`src/rtl/ahbl_pkg.sv`:
```
`default_nettype none
// ============================================================================
// ahbl_pkg : AHB-Lite encodings, FSM states and command record
// Rev 1.0
// ============================================================================
package ahbl_pkg;

  localparam logic [1:0] c_HTRANS_IDLE   = 2'b00;
  localparam logic [1:0] c_HTRANS_NONSEQ = 2'b10;

  localparam logic [2:0] c_HSIZE_BYTE = 3'b000;
  localparam logic [2:0] c_HSIZE_HALF = 3'b001;
  localparam logic [2:0] c_HSIZE_WORD = 3'b010;

  typedef enum logic {
    A_IDLE = 1'b0,
    A_BUSY = 1'b1
  } a_state_t;

  typedef enum logic {
    D_IDLE = 1'b0,
    D_BUSY = 1'b1
  } d_state_t;

  typedef struct packed {
    logic        write;
    logic [2:0]  size;
    logic [31:0] addr;
    logic [31:0] wdata;
  } cmd_t;

  function automatic logic [2:0] clamp_size(input logic [2:0] s);
    return (s > c_HSIZE_WORD) ? c_HSIZE_WORD : s;
  endfunction

  function automatic logic [31:0] align_addr(input logic [31:0] a, input logic [2:0] s);
    case (s)
      c_HSIZE_HALF: return {a[31:1], 1'b0};
      c_HSIZE_WORD: return {a[31:2], 2'b00};
      default:      return a;
    endcase
  endfunction

endpackage
`default_nettype wire

```
`src/rtl/cmd_fifo.sv`:
```
`default_nettype none
// ============================================================================
// cmd_fifo : synchronous command queue with registered occupancy count
// Rev 1.0
// ============================================================================
module cmd_fifo #(
  parameter int DEPTH = 4,
  parameter int WIDTH = 68
) (
  input  logic                     clk,
  input  logic                     rst,
  input  logic                     i_push,
  input  logic                     i_pop,
  input  logic [WIDTH-1:0]         i_wdata,
  output logic [WIDTH-1:0]         o_rdata,
  output logic [$clog2(DEPTH):0]   o_count
);

  localparam int PW = $clog2(DEPTH);
  localparam int CW = PW + 1;

  logic [WIDTH-1:0] r_mem [DEPTH];
  logic [PW-1:0]    r_wr_ptr;
  logic [PW-1:0]    r_rd_ptr;
  logic [CW-1:0]    r_count;
  logic             w_push;
  logic             w_pop;

  // A full queue refuses a push even when a pop happens on the same edge.
  assign w_push  = i_push && (r_count < CW'(DEPTH));
  assign w_pop   = i_pop && (r_count != '0);
  assign o_rdata = r_mem[r_rd_ptr];
  assign o_count = r_count;

  always_ff @(posedge clk) begin
    if (w_push) begin
      r_mem[r_wr_ptr] <= i_wdata;
    end
  end

  always_ff @(posedge clk) begin
    if (rst) begin
      r_wr_ptr <= '0;
      r_rd_ptr <= '0;
      r_count  <= '0;
    end else begin
      if (w_push) begin
        r_wr_ptr <= r_wr_ptr + PW'(1);
      end
      if (w_pop) begin
        r_rd_ptr <= r_rd_ptr + PW'(1);
      end
      if (w_push && !w_pop) begin
        r_count <= r_count + CW'(1);
      end else if (w_pop && !w_push) begin
        r_count <= r_count - CW'(1);
      end
    end
  end

endmodule
`default_nettype wire

```
`src/rtl/ahbl_cmd_master.sv`:
```
`default_nettype none
// ============================================================================
// ahbl_cmd_master : queued command interface driving a pipelined AHB-Lite master
// Rev 1.0
// ============================================================================
module ahbl_cmd_master
  import ahbl_pkg::*;
#(
  parameter int FIFO_DEPTH = 4
) (
  input  logic        HCLK,
  input  logic        HRESET,
  input  logic        cmd_valid,
  output logic        cmd_ready,
  input  logic        cmd_write,
  input  logic [31:0] cmd_addr,
  input  logic [31:0] cmd_wdata,
  input  logic [2:0]  cmd_size,
  output logic        rsp_valid,
  output logic        rsp_write,
  output logic [31:0] rsp_rdata,
  output logic [31:0] HADDR,
  output logic [1:0]  HTRANS,
  output logic [2:0]  HSIZE,
  output logic        HWRITE,
  output logic [31:0] HWDATA,
  input  logic        HREADY,
  input  logic [31:0] HRDATA,
  output logic        busy
);

  localparam int CW = $clog2(FIFO_DEPTH) + 1;

  cmd_t          w_push_cmd;
  cmd_t          w_head;
  logic [CW-1:0] w_count;
  logic          w_push_acc;
  logic          w_handoff;
  logic          w_complete;
  logic          w_next_nonempty;

  a_state_t      r_a_state, w_a_next;
  d_state_t      r_d_state, w_d_next;
  logic          r_d_write;
  logic [31:0]   r_d_wdata;
  logic          r_rsp_valid;
  logic          r_rsp_write;
  logic [31:0]   r_rsp_rdata;

  assign cmd_ready  = !HRESET && (w_count < CW'(FIFO_DEPTH));
  assign w_push_acc = cmd_valid && cmd_ready;
  assign w_push_cmd = '{write: cmd_write, size: clamp_size(cmd_size),
                        addr: cmd_addr, wdata: cmd_wdata};

  cmd_fifo #(
    .DEPTH (FIFO_DEPTH),
    .WIDTH ($bits(cmd_t))
  ) u_cmd_fifo (
    .clk     (HCLK),
    .rst     (HRESET),
    .i_push  (w_push_acc),
    .i_pop   (w_handoff),
    .i_wdata (w_push_cmd),
    .o_rdata (w_head),
    .o_count (w_count)
  );

  // HREADY high both retires the data phase and accepts the pending address phase.
  assign w_handoff  = (r_a_state == A_BUSY) && HREADY;
  assign w_complete = (r_d_state == D_BUSY) && HREADY;

  // Occupancy after this edge; the address FSM tracks it so NONSEQ follows a push directly.
  assign w_next_nonempty = w_push_acc || (w_count > CW'(1)) ||
                           ((w_count == CW'(1)) && !w_handoff);

  always_comb begin
    w_a_next = r_a_state;
    HTRANS   = c_HTRANS_IDLE;
    HADDR    = '0;
    HSIZE    = c_HSIZE_BYTE;
    HWRITE   = 1'b0;
    case (r_a_state)
      A_IDLE: begin
        if (w_next_nonempty) begin
          w_a_next = A_BUSY;
        end
      end
      A_BUSY: begin
        HTRANS = c_HTRANS_NONSEQ;
        HADDR  = align_addr(w_head.addr, w_head.size);
        HSIZE  = w_head.size;
        HWRITE = w_head.write;
        if (w_handoff && !w_next_nonempty) begin
          w_a_next = A_IDLE;
        end
      end
      default: w_a_next = A_IDLE;
    endcase
  end

  always_comb begin
    w_d_next = r_d_state;
    HWDATA   = '0;
    if (r_d_state == D_BUSY && r_d_write) begin
      HWDATA = r_d_wdata;
    end
    if (w_handoff) begin
      w_d_next = D_BUSY;
    end else if (w_complete) begin
      w_d_next = D_IDLE;
    end
  end

  always_ff @(posedge HCLK) begin
    if (HRESET) begin
      r_a_state   <= A_IDLE;
      r_d_state   <= D_IDLE;
      r_d_write   <= 1'b0;
      r_d_wdata   <= '0;
      r_rsp_valid <= 1'b0;
      r_rsp_write <= 1'b0;
      r_rsp_rdata <= '0;
    end else begin
      r_a_state   <= w_a_next;
      r_d_state   <= w_d_next;
      if (w_handoff) begin
        r_d_write <= w_head.write;
        r_d_wdata <= w_head.wdata;
      end
      r_rsp_valid <= w_complete;
      r_rsp_write <= w_complete && r_d_write;
      r_rsp_rdata <= (w_complete && !r_d_write) ? HRDATA : '0;
    end
  end

  assign rsp_valid = r_rsp_valid;
  assign rsp_write = r_rsp_write;
  assign rsp_rdata = r_rsp_rdata;
  assign busy      = (w_count != '0) || (r_a_state == A_BUSY) || (r_d_state == D_BUSY);

endmodule
`default_nettype wire

```
`config.mk`:
```
export PLATFORM = sky130hd
export DESIGN_NAME = ahbl_cmd_master
export DESIGN_NICKNAME = d
export VERILOG_FILES = /design/src/rtl/ahbl_pkg.sv /design/src/rtl/cmd_fifo.sv /design/src/rtl/ahbl_cmd_master.sv
export SDC_FILE = /design/constraint.sdc
export NUM_CORES = 1
export LEC_CHECK = 0
export BUFFER_PORTS_ARGS = -buffer_cell sky130_fd_sc_hd__buf_2
export CORE_MARGIN = 1.5
export CORE_UTILIZATION = 55
export DETAILED_ROUTE_END_ITERATION = 8
export GPL_TIMING_DRIVEN = 0
export PLACE_DENSITY = 0.83
export SYNTH_ARGS = -nofsm -noshare
export SYNTH_HDL_FRONTEND = slang
export SYNTH_SLANG_ARGS = --single-unit
```
`constraint.sdc`:
```
create_clock -name HCLK -period 8.2 [get_ports HCLK]
set_clock_uncertainty 0.05 [all_clocks]
set_input_delay 1.64 -clock HCLK [delete_from_list [all_inputs] [get_ports HCLK]]
set_output_delay 1.64 -clock HCLK [all_outputs]
set_load 0.05 [all_outputs]
```
# After elaboration in Yosys (flattened, before gate mapping)
# Memory sizes are Yosys's and may differ from the RTL's. A register that Yosys moved wholly into a read port is not among the register bits.
# Index checks and enable logic that the tools add are counted.
[classes]
n_mux = 18
magnitude_cmp = 3
n_reduce_logical = 27
n_addsub = 4
n_eq_ne = 3
bitwise_logic = 2
[ops]
columns = ["cell", "count"]
rows = [
  ["32-bit two-way mux", 2],
  ["1-bit logical AND", 13],
  ["3-bit two-way mux", 4],
  ["1-bit two-way mux", 7],
  ["3-bit by 1-bit == test with 1-bit output (second input constant)", 2],
  ["1-bit logical NOT", 6],
  ["2-bit two-way mux", 3],
  ["2-bit by 1-bit adder with 2-bit output (second input constant)", 2],
  ["1-bit logical OR", 4],
  ["2-bit one-hot mux with 2 select lines", 1],
  ["2-bit nonzero test", 2],
  ["3-bit by 1-bit adder with 3-bit output (second input constant)", 1],
  ["3-bit by 2-bit == test with 1-bit output (second input constant)", 1],
  ["3-bit by 1-bit greater-than comparator with 1-bit output (second input constant)", 1],
  ["3-bit by 2-bit greater-than comparator with 1-bit output (second input constant)", 1],
  ["3-bit less-than comparator (second input constant)", 1],
  ["3-bit nonzero test", 1],
  ["3-bit by 1-bit subtractor with 3-bit output (second input constant)", 1],
  ["1-bit NOT", 2],
  ["1-bit one-hot mux with 2 select lines", 1],
  ["2-bit OR reduction", 1],
]
[totals]
reg_bits = 76
out_inout_bits = 106
ramBits = 272
elab_cells = 68
inputBits = 104
mem_count = 1
[memory_table]
columns = ["name", "depth", "width", "read_ports", "rd_ports_with_merged_regs", "wr", "line_no", "source"]
rows = [
  ["u_cmd_fifo.r_mem", 4, 68, 1, 1, 1, "cmd_fifo.sv:22", "logic [WIDTH-1:0] r_mem [DEPTH];"],
]

# Logic depth before layout (Yosys ltp)
# Gate-level depths: netlist (run 1).
[depth]
depth_word = 9
mapped_depth = 8
ltp_nobuf = 8

# Cells and area by module
# From an unflattened synthesis (run 1), not the netlist that was laid out.
[unflattened]
cells_unflattened = 725
area_unflattened_um2 = 13304.0
[by_module_without_submodules]
columns = ["module", "cells_each", "area_per_inst_um2", "instances", "seq_area_each_um2"]
rows = [
  ["cmd_fifo", 400, 10271.1, 1, 8348.0],
  ["ahbl_cmd_master", 325, 3032.9, 1, 1381.3],
]

# Worst setup path before layout (run 1)
# No wires, ideal clock.
[synth_timing]
path_kind = "input -> output"
from = "in HRESET"
to = "out cmd_ready"
required_time_ps = 6510
n_path_buf = 2
cell_stages = 3
arrival_time_ps = 2649
slack_ps = 3861
cell_sequence = "buf_2 buf_1 nor2_1"
[synth_via]
elab_chain_len = 2
[synth_rtl]
columns = ["item", "line_no", "source"]
rows = [
  ["from (decl)", "ahbl_cmd_master.sv:12", "input logic HRESET,"],
  ["1-bit logical NOT", "ahbl_cmd_master.sv:50", "assign cmd_ready = !HRESET && (w_count < CW'(FIFO_DEPTH));"],
  ["1-bit logical AND", "ahbl_cmd_master.sv:50", ""],
  ["to (decl)", "ahbl_cmd_master.sv:14", "output logic cmd_ready,"],
]
# No other way between the ends.

# Worst setup path in the final report (run 1)
# Ends and elaborated chain as after synthesis.

==> metrics.md, run 1 <==
| Metric | Value |
|---|---|
| Worst R2R Path Depth | `7` |
| Num CTS Buffers | `37` |
| Min Hold Slack | `just over 400 ps` |
| M1 GR Usage | `25.4%` |
| Hold Crit Depth | `2` |
| CTS tree | `built` |
| Detailed Place HPWL | `16,000 um` |
| Met2 global-route usage | `a little over a third` |
| Post-DR vias/cell | `5.26` |
| Data arrival time of the worst path | `2600 ps` |
| Synth area leader | `edfxtp_1` |
| Standard-cell rows | `56` |
| Synth top area share | `62.8%` |
| Worst setup margin | `3910 ps` |
| Layer with the highest usage | `met2` |
| DR iter-0 viols | `398` |
| CTS root buffer | `clkbuf_16` |
| Worst setup EP type | `output pin` |
| Area of the multi-input gates | `between 0.003 and 0.004 mm2` |
| Min cycle time layout | `4290 ps` |
| Post CTS Setup Buffer Count | `0` |
| P_sw | `approximately 1.1 mW` |
| WL/cell | `between 15 and 20 um` |
| Post-synth ARST share | `0%` |
| Internal | `around 3.2 mW` |
| Clock slew at reported path FFs | `60 ps` |
| Seq/Total Area, Yosys | `74.8%` |
| I/O Pins | `210` |
| # fillers | `1,632` |
| Measured slew at the worst slew-check pin | `674 ps` |
| Unrepaired setup endpoints after global routing | `no` |
| Pwr per Cell Area | `~270 mW/mm2` |
| CTS Buffer Depth | `3` |
| GPL Wtd Cong | `0.749` |
| Vias in the first global route | `7,197` |
| CTS Hold Bufs | `0` |
| Post-synth EDFFs | `between 200 and 300` |
| Post-synth top cells | `272 x edfxtp_1, 78 x dfxtp_1, 72 x and2_1, 71 x nand2_1, 66 x mux4_2` |
| Warnings, synthesis | `0` |
| Starting Density | `between 50% and 60%` |
| Reg2reg start | `r_a_state` |
| Net Sw Frac | `25.4%` |
| Mapped Cells | `approximately 720` |
| Die Width | `~160 um` |
| CP startpoint kind | `primary input` |
| Nets | `1,089` |
| Synth Register Bits | `350` |
| Worst EP required | `about 6500 ps` |
| Largest net degree at the start of global routing | `49` |
| Yosys cell types | `35` |
| Hold path endpoint | `r_d_wdata[5]` |
| Leakage | `~5.9 nW` |
| Worst skew pair latency | `500 ps` |
| Global-route usage over all layers | `20.9%` |
| GR Layer Usage met3 | `6.06%` |
| FF-to-FF setup slack | `5730 ps` |
| Ratio of final minimum period to clock period | `between 50% and 60%` |
| Max cap viols | `0` |
| Clk pwr share | `37.7%` |
| Storage cell area | `0.00973 mm2` |
| Drt total wl | `25,000 um` |
| Pre-CTS WS | `3910 ps` |
| DRC violations left | `0` |
| Finish-stage setup viols | `0` |
| Hold path start | `r_d_wdata[5]` |
| Via count | `6,959` |
| Initial antenna violation count | `4` |
| Syn Area/Cell | `18.0 um2` |
| Synthesized cell area | `roughly 0.013 mm2` |
| IO buf count | `207` |
| Logic pwr share | `about 15%` |
| Global-route wire length before repair | `38,300 um` |
| Setup TNS | `0 ps` |
| Max_slew headroom | `55.0%` |
| Layout area overhead | `21.3%` |
| Slew Limit Fails | `0` |
| Final hold vios | `0` |
| DRT Pass-1 Iters | `5` |
| Die Footprint | `0.0246 mm2` |
| Die extent in y | `157 um` |
| Ys flop type | `edfxtp_1` |
| H-tree levels | `2` |
| CP Class | `in2out` |
| Status | `finished, final reports clean` |
| Layout cells sized above 1 | `35.5%` |
| Routed Antenna Nets | `0` |
| HP Class | `reg2reg` |
| Core area | `0.0233 mm2` |
| Total grt overflow | `0` |
| Count leader, synth | `edfxtp_1` |
| Flop pwr share | `between 40% and 50%` |
| Max Fanout on Critical Path | `10` |
| RR Endpoint | `u_cmd_fifo.o_count[2]` |
| Max Clk Rate | `233 MHz` |
| # clock sinks | `350` |
| Peak supply drop | `between 200 and 250 uV` |
| Synth top area cells | `edfxtp_1 63%, dfxtp_1 12%, mux4_2 11%` |
| Post-cts resize count | `0` |
==> metal layers <==
metal  up-vias  routed length [um]
met1      3391                9880
met5         -                  21
li1       3249                   -
met2       271               12500
met4         4                 479
met3        44                2170
==> metrics by stage <==
step           area [um2]  utilization (%)  instances  power, mW
2_1_floorplan       13000                -        726       2.53
3_3_place_gp        14500             62.0       1252       2.71
3_5_place_dp        14600             62.5       1256       2.72
4_1_cts             15800             67.6       1320       4.33
5_1_grt             15800             67.6       1320       4.44
6_report            15800             67.6       1323       4.29
==> flip-flops by register name, indices dropped and copies added (netlist names), named ones only <==
register,count
u_cmd_fifo.r_wr_ptr,2
u_cmd_fifo.r_mem,272
rsp_valid,1
rsp_rdata,32
u_cmd_fifo.o_count,3
u_cmd_fifo.r_rd_ptr,2
r_d_wdata,32
r_d_write,1
r_d_state,1
r_a_state,1
rsp_write,1
==> area by class of cell <==
| type | instances | share of cell area, % |
|---|---|---|
| clock buffers | 48 | 6.52 |
| inverters | 7 | 0.167 |
| well taps | 319 | 2.53 |
| clock inverters | 16 | 1.02 |
| diodes | 3 | 0.0476 |
| multi-input cells | 327 | 19.1 |
| plain buffers | 42 | 1.71 |
| flip-flops and latches | 350 | 61.7 |
| repair buffers | 211 | 7.27 |
==> layout by cell type, fill, tap and decap left out, types with 2 or more instances in the layout <==
master      netlist  routed
a21oi_1          39      39
and2_1           72      68
and2_4            0       4
and3_1           32      32
buf_1             5       5
buf_12            5       5
buf_16            0       4
buf_2             6     213
buf_4             4       4
bufinv_16         0       3
clkbuf_1         21      27
clkbuf_16         0      38
clkbuf_8          0       4
clkinv_1          0       2
clkinv_2          0       7
clkinvlp_4        0       3
conb_1            1       5
dfxtp_1          78      78
diode_2           0       3
edfxtp_1        272     272
ha_1              9       9
inv_1             7       7
mux2i_1           3       3
mux4_1            2       2
mux4_2           66      66
nand2_1          71      71
nor2_1            7       7
o21ai_0           2       2
o31ai_1           2       2
or3_1             2       2
xnor2_1           3       3
==> worst max-delay path by stage <==
stage,to,startpoint,cells after the start,slack (ps)
6_report,cmd_ready,HRESET,4,3910
5_1_grt,cmd_ready,HRESET,4,3850
3_5_place_dp,cmd_ready,HRESET,4,3910
2_1_floorplan,cmd_ready,HRESET,3,3860
3_3_place_gp,u_cmd_fifo.r_mem[0][35],HRESET,3,2430
4_1_cts,cmd_ready,HRESET,4,3910
==> critical path: stages <==
cell,delay [ps]
buf_2,230
buf_1,400
nor2_1,90
buf_2,230
==> power groups by stage <==
stage	clock network, mW	logic (mW)	registers (mW)
2_1_floorplan	0	0.457	2.08
3_3_place_gp	0	0.630	2.08
3_5_place_dp	0	0.645	2.07
4_1_cts	1.65	0.649	2.04
5_1_grt	1.71	0.687	2.04
6_report	1.62	0.638	2.04
==> cell families (layout without fill, tap and decap cells) <==
family / Yosys count / count (layout) / synth area share (%)
flip-flops: 350 / 350 / 74.8
AND/OR/NAND/NOR: 192 / 192 / 7.81
multiplexers: 71 / 71 / 12.1
buffers and inverters: 49 / 324 / 2.27
AO/OA/AOI/OAI: 46 / 46 / 1.88
adder cells (fa/ha/maj): 9 / 9 / 0.866
XOR/XNOR: 4 / 4 / 0.269
other: 1 / 8 / 0.0288
No activity file was read; power rests on OpenSTA's default activity.
==> run 2: changes to the inputs <==
Settings changed: CORE_UTILIZATION 55 to 51, PLACE_DENSITY 0.83 to 0.81.
Clock period 8.2 ns to 3.6 ns, I/O delays scaled along.
==> run 2 against run 1 <==
Against the previous run: die area up 7.7%; via count up 1.1%; worst hold slack worse by 39 ps; utilization down 5.1 points; sequential cell count unchanged; clock power up 110%; sequential power up 130%; critical path depth unchanged; non-clock buffer count unchanged; first-iteration DRC count up 2.8%; combinational power up 130%.
==> metrics.md, run 2 (synthesis gave the netlist of run 1 again) <==
| Metric | Value |
|---|---|
| Finish-stage setup viols | `0 (unchanged)` |
| Global-route usage over all layers | `20.0% (-0.92 points)` |
| I/O Pins | `210 (unchanged)` |
| Commonest cells after routing, fill and taps aside | `272 x edfxtp_1, 213 x buf_2, 78 x dfxtp_1, 71 x nand2_1, 68 x and2_1` |
| Max FFs per register | `272 (unchanged)` |
| Max Fanout on Critical Path | `10 (unchanged)` |
| DRC violations left | `0 (unchanged)` |
| Peak supply drop | `453 uV (+110%)` |
| CTS Hold Bufs | `0 (unchanged)` |
| Pre-CTS WS | `725 ps (-3180 ps)` |
| Nets | `1,089 (unchanged)` |
| Num CTS Buffers | `37 (unchanged)` |
| GPL Wtd Cong | `0.729 (-2.6%)` |
| CTS root buffer | `clkbuf_16` |
| Data arrival time of the worst path | `2520 ps (-80 ps)` |
| Max cap viols | `0 (unchanged)` |
| Drt total wl | `26,100 um (+4.2%)` |
| Leakage | `5.84 nW (-0.73%)` |
| Post-cts resize count | `0 (unchanged)` |
| Routed Antenna Nets | `0 (unchanged)` |
| CP Class | `reg2out` |
| Area after DPL | `0.0146 mm2 (about the same)` |
| DRT Pass-1 Iters | `4 (-1)` |
| IO buf count | `207 (unchanged)` |
| DP Cell Count | `1,267 (+0.88%)` |
| Status | `finished, final reports clean` |
| Die Width | `163 um (+3.8%)` |
| Worst setup EP type | `output pin` |
| Pwr per Cell Area | `608 mW/mm2 (+120%)` |
| Min cycle time layout | `3290 ps` |
| Measured slew at the worst slew-check pin | `801 ps (+126 ps)` |
| Worst EP required | `2830 ps (-3680 ps)` |
| Most flops, register | `u_cmd_fifo.r_mem` |
| Layout cells sized above 1 | `34.6% (-0.90 points)` |
| Final Instance Area | `0.0157 mm2 (-0.49%)` |
| Die Footprint | `0.0265 mm2 (+7.7%)` |
| DR iter-0 viols | `409 (+2.8%)` |
| Via count | `7,034 (+1.1%)` |
| HP Class | `in2reg` |
| Layout area overhead | `20.7%` |
| Core area | `0.0251 mm2 (+7.6%)` |
| Most common cell after layout, fill and taps aside | `edfxtp_1` |
| Min Hold Slack | `363 ps (-39.1 ps)` |
| Detailed Place HPWL | `16,600 um (+3.7%)` |
| Max_slew headroom | `46.6% (-8.4 points)` |
| Largest net degree at the start of global routing | `47 (-4.1%)` |
| Worst skew pair latency | `510 ps (about the same)` |
| # clock sinks | `350 (unchanged)` |
| Worst setup margin | `306 ps (-3600 ps)` |
| CTS tree | `built` |
| Standard-cell rows | `58 (+3.6%)` |
| H-tree levels | `2 (unchanged)` |
| Ratio of final minimum period to clock period | `91.5%` |
| Total grt overflow | `0 (unchanged)` |
| Slew Limit Fails | `0 (unchanged)` |
| Post-DR vias/cell | `5.26 (about the same)` |
| Clock slew at reported path FFs | `60 ps (about the same)` |
| Die extent in y | `163 um (+3.8%)` |
| Global-route wire length before repair | `39,700 um (+3.5%)` |
| CTS Buffer Depth | `3 (unchanged)` |
| Final hold vios | `0 (unchanged)` |
| Post CTS Setup Buffer Count | `0 (unchanged)` |
| Vias in the first global route | `7,286 (+1.2%)` |
| Unrepaired setup endpoints after global routing | `no` |
| CP startpoint kind | `flop` |
| Initial antenna violation count | `7 (+3)` |
| Starting Density | `51.8% (-3.9 points)` |
| Max Clk Rate | `304 MHz` |
| Final Non-Filler Cells | `1,336 (+0.98%)` |
| WL/cell | `19.5 um (+3.2%)` |
run 2: changes by cell type in the layout (fill, tap and decap cells not counted):
cell / delta
diode_2: +2
clkinv_2: -1
clkbuf_1: +6
inv_4: -1
clkbuf_8: -3
clkinv_1: +3
bufinv_16: -2
clkbuf_2: +1
clkinvlp_4: -3
run 2: report_power, final:
group	internal (mW)	switching, mW	leakage, nW	total [mW]
Combinational	0.510	0.953	2.20	1.46
Clock	2.03	1.42	0.539	3.45
Sequential	4.56	0.0812	3.10	4.64
run 2: through the flow:
| stage | total power, mW | TNS (ps) | util (%) |
|---|---|---|---|
| detailed placement | 6.21 | 0 | 58.1 |
| CTS | 9.66 | 0 | 62.5 |
| floorplan | 5.77 | 0 | - |
| finish | 9.55 | 0 | 62.5 |
| global placement | 6.17 | -331300 | 57.6 |
| global route | 9.92 | 0 | 62.5 |
run 2: cell type report:
cell class | count | area (um2)
sequential | 350 | 9730
clock buffer | 52 | 1010
multi-input combinational | 327 | 3010
inverter | 7 | 26.3
fill | 1808 | 9410
buffer | 42 | 269
clock inverter | 12 | 78.8
timing repair buffer | 211 | 1150
antenna | 5 | 12.5
tap | 330 | 413
run 2: metal layers:
metal / global-route usage, % / routed length [um] / up-vias
li1: - / - / 3254
met1: 24.5 / 10400 / 3480
met2: 34.0 / 12900 / 249
met3: 6.67 / 2160 / 49
met4: 5.17 / 512 / 2
met5: 0 / 12 / -
run 2: path summary, 6_finish.rpt:
| path | from | endpoint | slack, ps | cells after the start |
|---|---|---|---|---|
| max | r_a_state | HADDR[3] | 310 | 4 |
| min | HRDATA[19] | rsp_rdata[19] | 360 | 2 |
| max reg2reg | r_a_state | u_cmd_fifo.o_count[2] | 1060 | 7 |
| min reg2reg | r_d_wdata[2] | r_d_wdata[2] | 400 | 2 |
run 2: critical path: stages, from the launching register on:
cell	delay (ps)
dfxtp_1	480
clkbuf_1	650
clkbuf_1	380
and2_1	220
buf_2	270
==> run 3: changes to the inputs <==
Settings changed: CORE_ASPECT_RATIO set to 1.4, PLACE_DENSITY 0.81 to 0.76.
==> run 3 against run 2 <==
Against the previous run: sequential share of layout area grew 0.52 points; sequential power is essentially flat; register-to-register slack gained 80 ps; final cell count shrank 1.8%; total power shrank 2.5%; highest routed layer unchanged; routed wire length shrank 2.8%; sequential cell count is the same; global-route usage shrank 0.77 points; design area shrank 0.83%.
==> metrics.md, run 3 (synthesis gave the netlist of run 1 again) <==
| Metric | Value |
|---|---|
| Slew Limit Fails | `0 (unchanged)` |
| Pwr per Cell Area | `598 mW/mm2 (-1.7%)` |
| Core area | `0.0252 mm2 (+0.40%)` |
| Drt total wl | `25,300 um (-2.8%)` |
| Max layer used | `met5` |
| Total power draw | `9.31 mW (-2.5%)` |
| Most common cell after layout, fill and taps aside | `edfxtp_1` |
| Max_slew headroom | `54.8% (+8.1 points)` |
| HP Class | `in2reg` |
| CTS root buffer | `clkbuf_16` |
| Worst R2R Path Depth | `7 (unchanged)` |
| Die Width | `138 um (-15%)` |
| DR iter-0 viols | `390 (-4.6%)` |
| Peak supply drop | `425 uV (-6.2%)` |
| Hold path endpoint | `rsp_rdata[16]` |
| CP top delay family | `buffers and inverters` |
| Clock slew at reported path FFs | `70 ps (about the same)` |
| Post CTS Setup Buffer Count | `0 (unchanged)` |
| Metal1 wirelength | `9510 um (-8.9%)` |
| Most used cell, CP | `buf_2` |
| Standard-cell rows | `69 (+19%)` |
| Worst skew pair latency | `550 ps (+40 ps)` |
| Nets | `1,082 (-0.64%)` |
| Hold path start | `HRDATA[16]` |
| Starting Density | `51.6% (-0.21 points)` |
| WL/cell | `19.3 um (-1.0%)` |
| FF-to-FF setup slack | `1140 ps (+80 ps)` |
| Worst path cell trace | `buf_2, buf_2, mux4_2, nand2_1, a21oi_1, buf_2` |
| Vias in the first global route | `7,223 (-0.86%)` |
| Ratio of final minimum period to clock period | `91.9% (+0.36 points)` |
| GPL Wtd Cong | `0.727 (-0.27%)` |
| CTS Buffer Depth | `3 (unchanged)` |
| Max cap viols | `0 (unchanged)` |
| Layout area overhead | `19.7%` |
| Measured slew at the worst slew-check pin | `679 ps (-122 ps)` |
| I/O Pins | `210 (unchanged)` |
| Min cycle time layout | `3310 ps (+12.9 ps)` |
| Unrepaired setup endpoints after global routing | `no` |
| Worst path max stage delay | `480 ps (-170 ps)` |
| Most flops, register | `u_cmd_fifo.r_mem` |
| Reg2reg start | `r_a_state` |
| Worst setup EP type | `output pin` |
| Max Clk Rate | `302 MHz (-0.39%)` |
| Via count | `6,930 (-1.5%)` |
| RR Endpoint | `u_cmd_fifo.o_count[2]` |
| Die extent in y | `192 um (+18%)` |
| Hold Crit Depth | `2 (unchanged)` |
| Num CTS Buffers | `30 (-19%)` |
| Critical path's slowest cell | `dfxtp_1` |
| Detailed Place HPWL | `16,400 um (-1.1%)` |
| Post-DR vias/cell | `5.28 (+0.32%)` |
| Global-route usage over all layers | `19.2% (-0.77 points)` |
| Global-route wire length before repair | `37,900 um (-4.4%)` |
| Final hold vios | `0 (unchanged)` |
| Max FFs per register | `272 (unchanged)` |
| Total grt overflow | `0 (unchanged)` |
| # clock sinks | `350 (unchanged)` |
| Die Footprint | `0.0265 mm2 (about the same)` |
| CP startpoint kind | `flop` |
| Initial antenna violation count | `1 (-6)` |
| Max Fanout on Critical Path | `10 (unchanged)` |
| Data arrival time of the worst path | `2540 ps (+20 ps)` |
| Leakage | `5.79 nW (-0.90%)` |
| IO buf count | `207 (unchanged)` |
| DRT Pass-1 Iters | `4 (unchanged)` |
| Finish-stage setup viols | `0 (unchanged)` |
| Commonest cells after routing, fill and taps aside | `272 x edfxtp_1, 213 x buf_2, 78 x dfxtp_1, 71 x nand2_1, 68 x and2_1` |
| # fillers | `1,887 (+4.4%)` |
| Layout cells sized above 1 | `34.8% (+0.21 points)` |
| Largest net degree at the start of global routing | `48 (+2.1%)` |
| Worst path bufs/invs | `3 (unchanged)` |
| Worst EP required | `2830 ps (about the same)` |
| CTS tree | `built` |
| DR WL met3 | `1470 um (-32%)` |
| DRC violations left | `0 (unchanged)` |
| CP Class | `reg2out` |
| Post-cts resize count | `0 (unchanged)` |
| Routed Antenna Nets | `0 (unchanged)` |
| CTS Hold Bufs | `0 (unchanged)` |
| H-tree levels | `1 (-1)` |
| Status | `finished, final reports clean` |
| Wire length on met2 | `13,800 um (+6.3%)` |
| Final Core Density | `61.7% (-0.76 points)` |
## run 3: per-layer routing
layer	vias up	track usage, %
met5	-	0
met4	2	5.93
met3	42	3.04
met2	206	36.3
met1	3450	21.9
li1	3230	-
## run 3: power breakdown
| group | internal (mW) | total (mW) | switching [mW] |
|---|---|---|---|
| clock | 1.89 | 3.22 | 1.33 |
| sequential | 4.56 | 4.64 | 0.0800 |
| combinational | 0.510 | 1.46 | 0.947 |
| total | 6.96 | 9.31 | 2.36 |
## run 3: worst max-delay path by stage
stage                start                 endpoint  slack, ps  cells after the start
floorplan           HRESET   u_cmd_fifo.r_mem[1][0]        210                      3
global placement    HRESET  u_cmd_fifo.r_mem[0][53]      -1350                      3
CTS                   flop                 HADDR[1]        220                      6
global route          flop                 HADDR[1]        150                      6
detailed placement  HREADY    u_cmd_fifo.o_count[2]        800                      8
finish                flop                 HADDR[1]        290                      6
## run 3: cell type report
type | count | area (um2) | area share (%)
antenna | 1 | 2.50 | 0.0161
buffer | 42 | 269 | 1.73
clock buffer | 45 | 838 | 5.39
clock inverter | 10 | 149 | 0.957
inverter | 7 | 26.3 | 0.169
multi-input combinational | 327 | 3010 | 19.3
sequential | 350 | 9730 | 62.5
tap | 319 | 399 | 2.56
timing repair buffer | 211 | 1150 | 7.36
## run 3: metrics by stage
step	instances	setup slack (ps)	cell area [um2]	setup TNS [ps]	hold WS, ps
after CTS	1311	217	15600	0	297
final	1312	293	15600	0	319
after global placement	1252	-1350	14500	-358750	387
after floorplan	726	209	13000	0	382
after detailed placement	1256	799	14600	0	392
after global routing	1311	147	15600	0	309
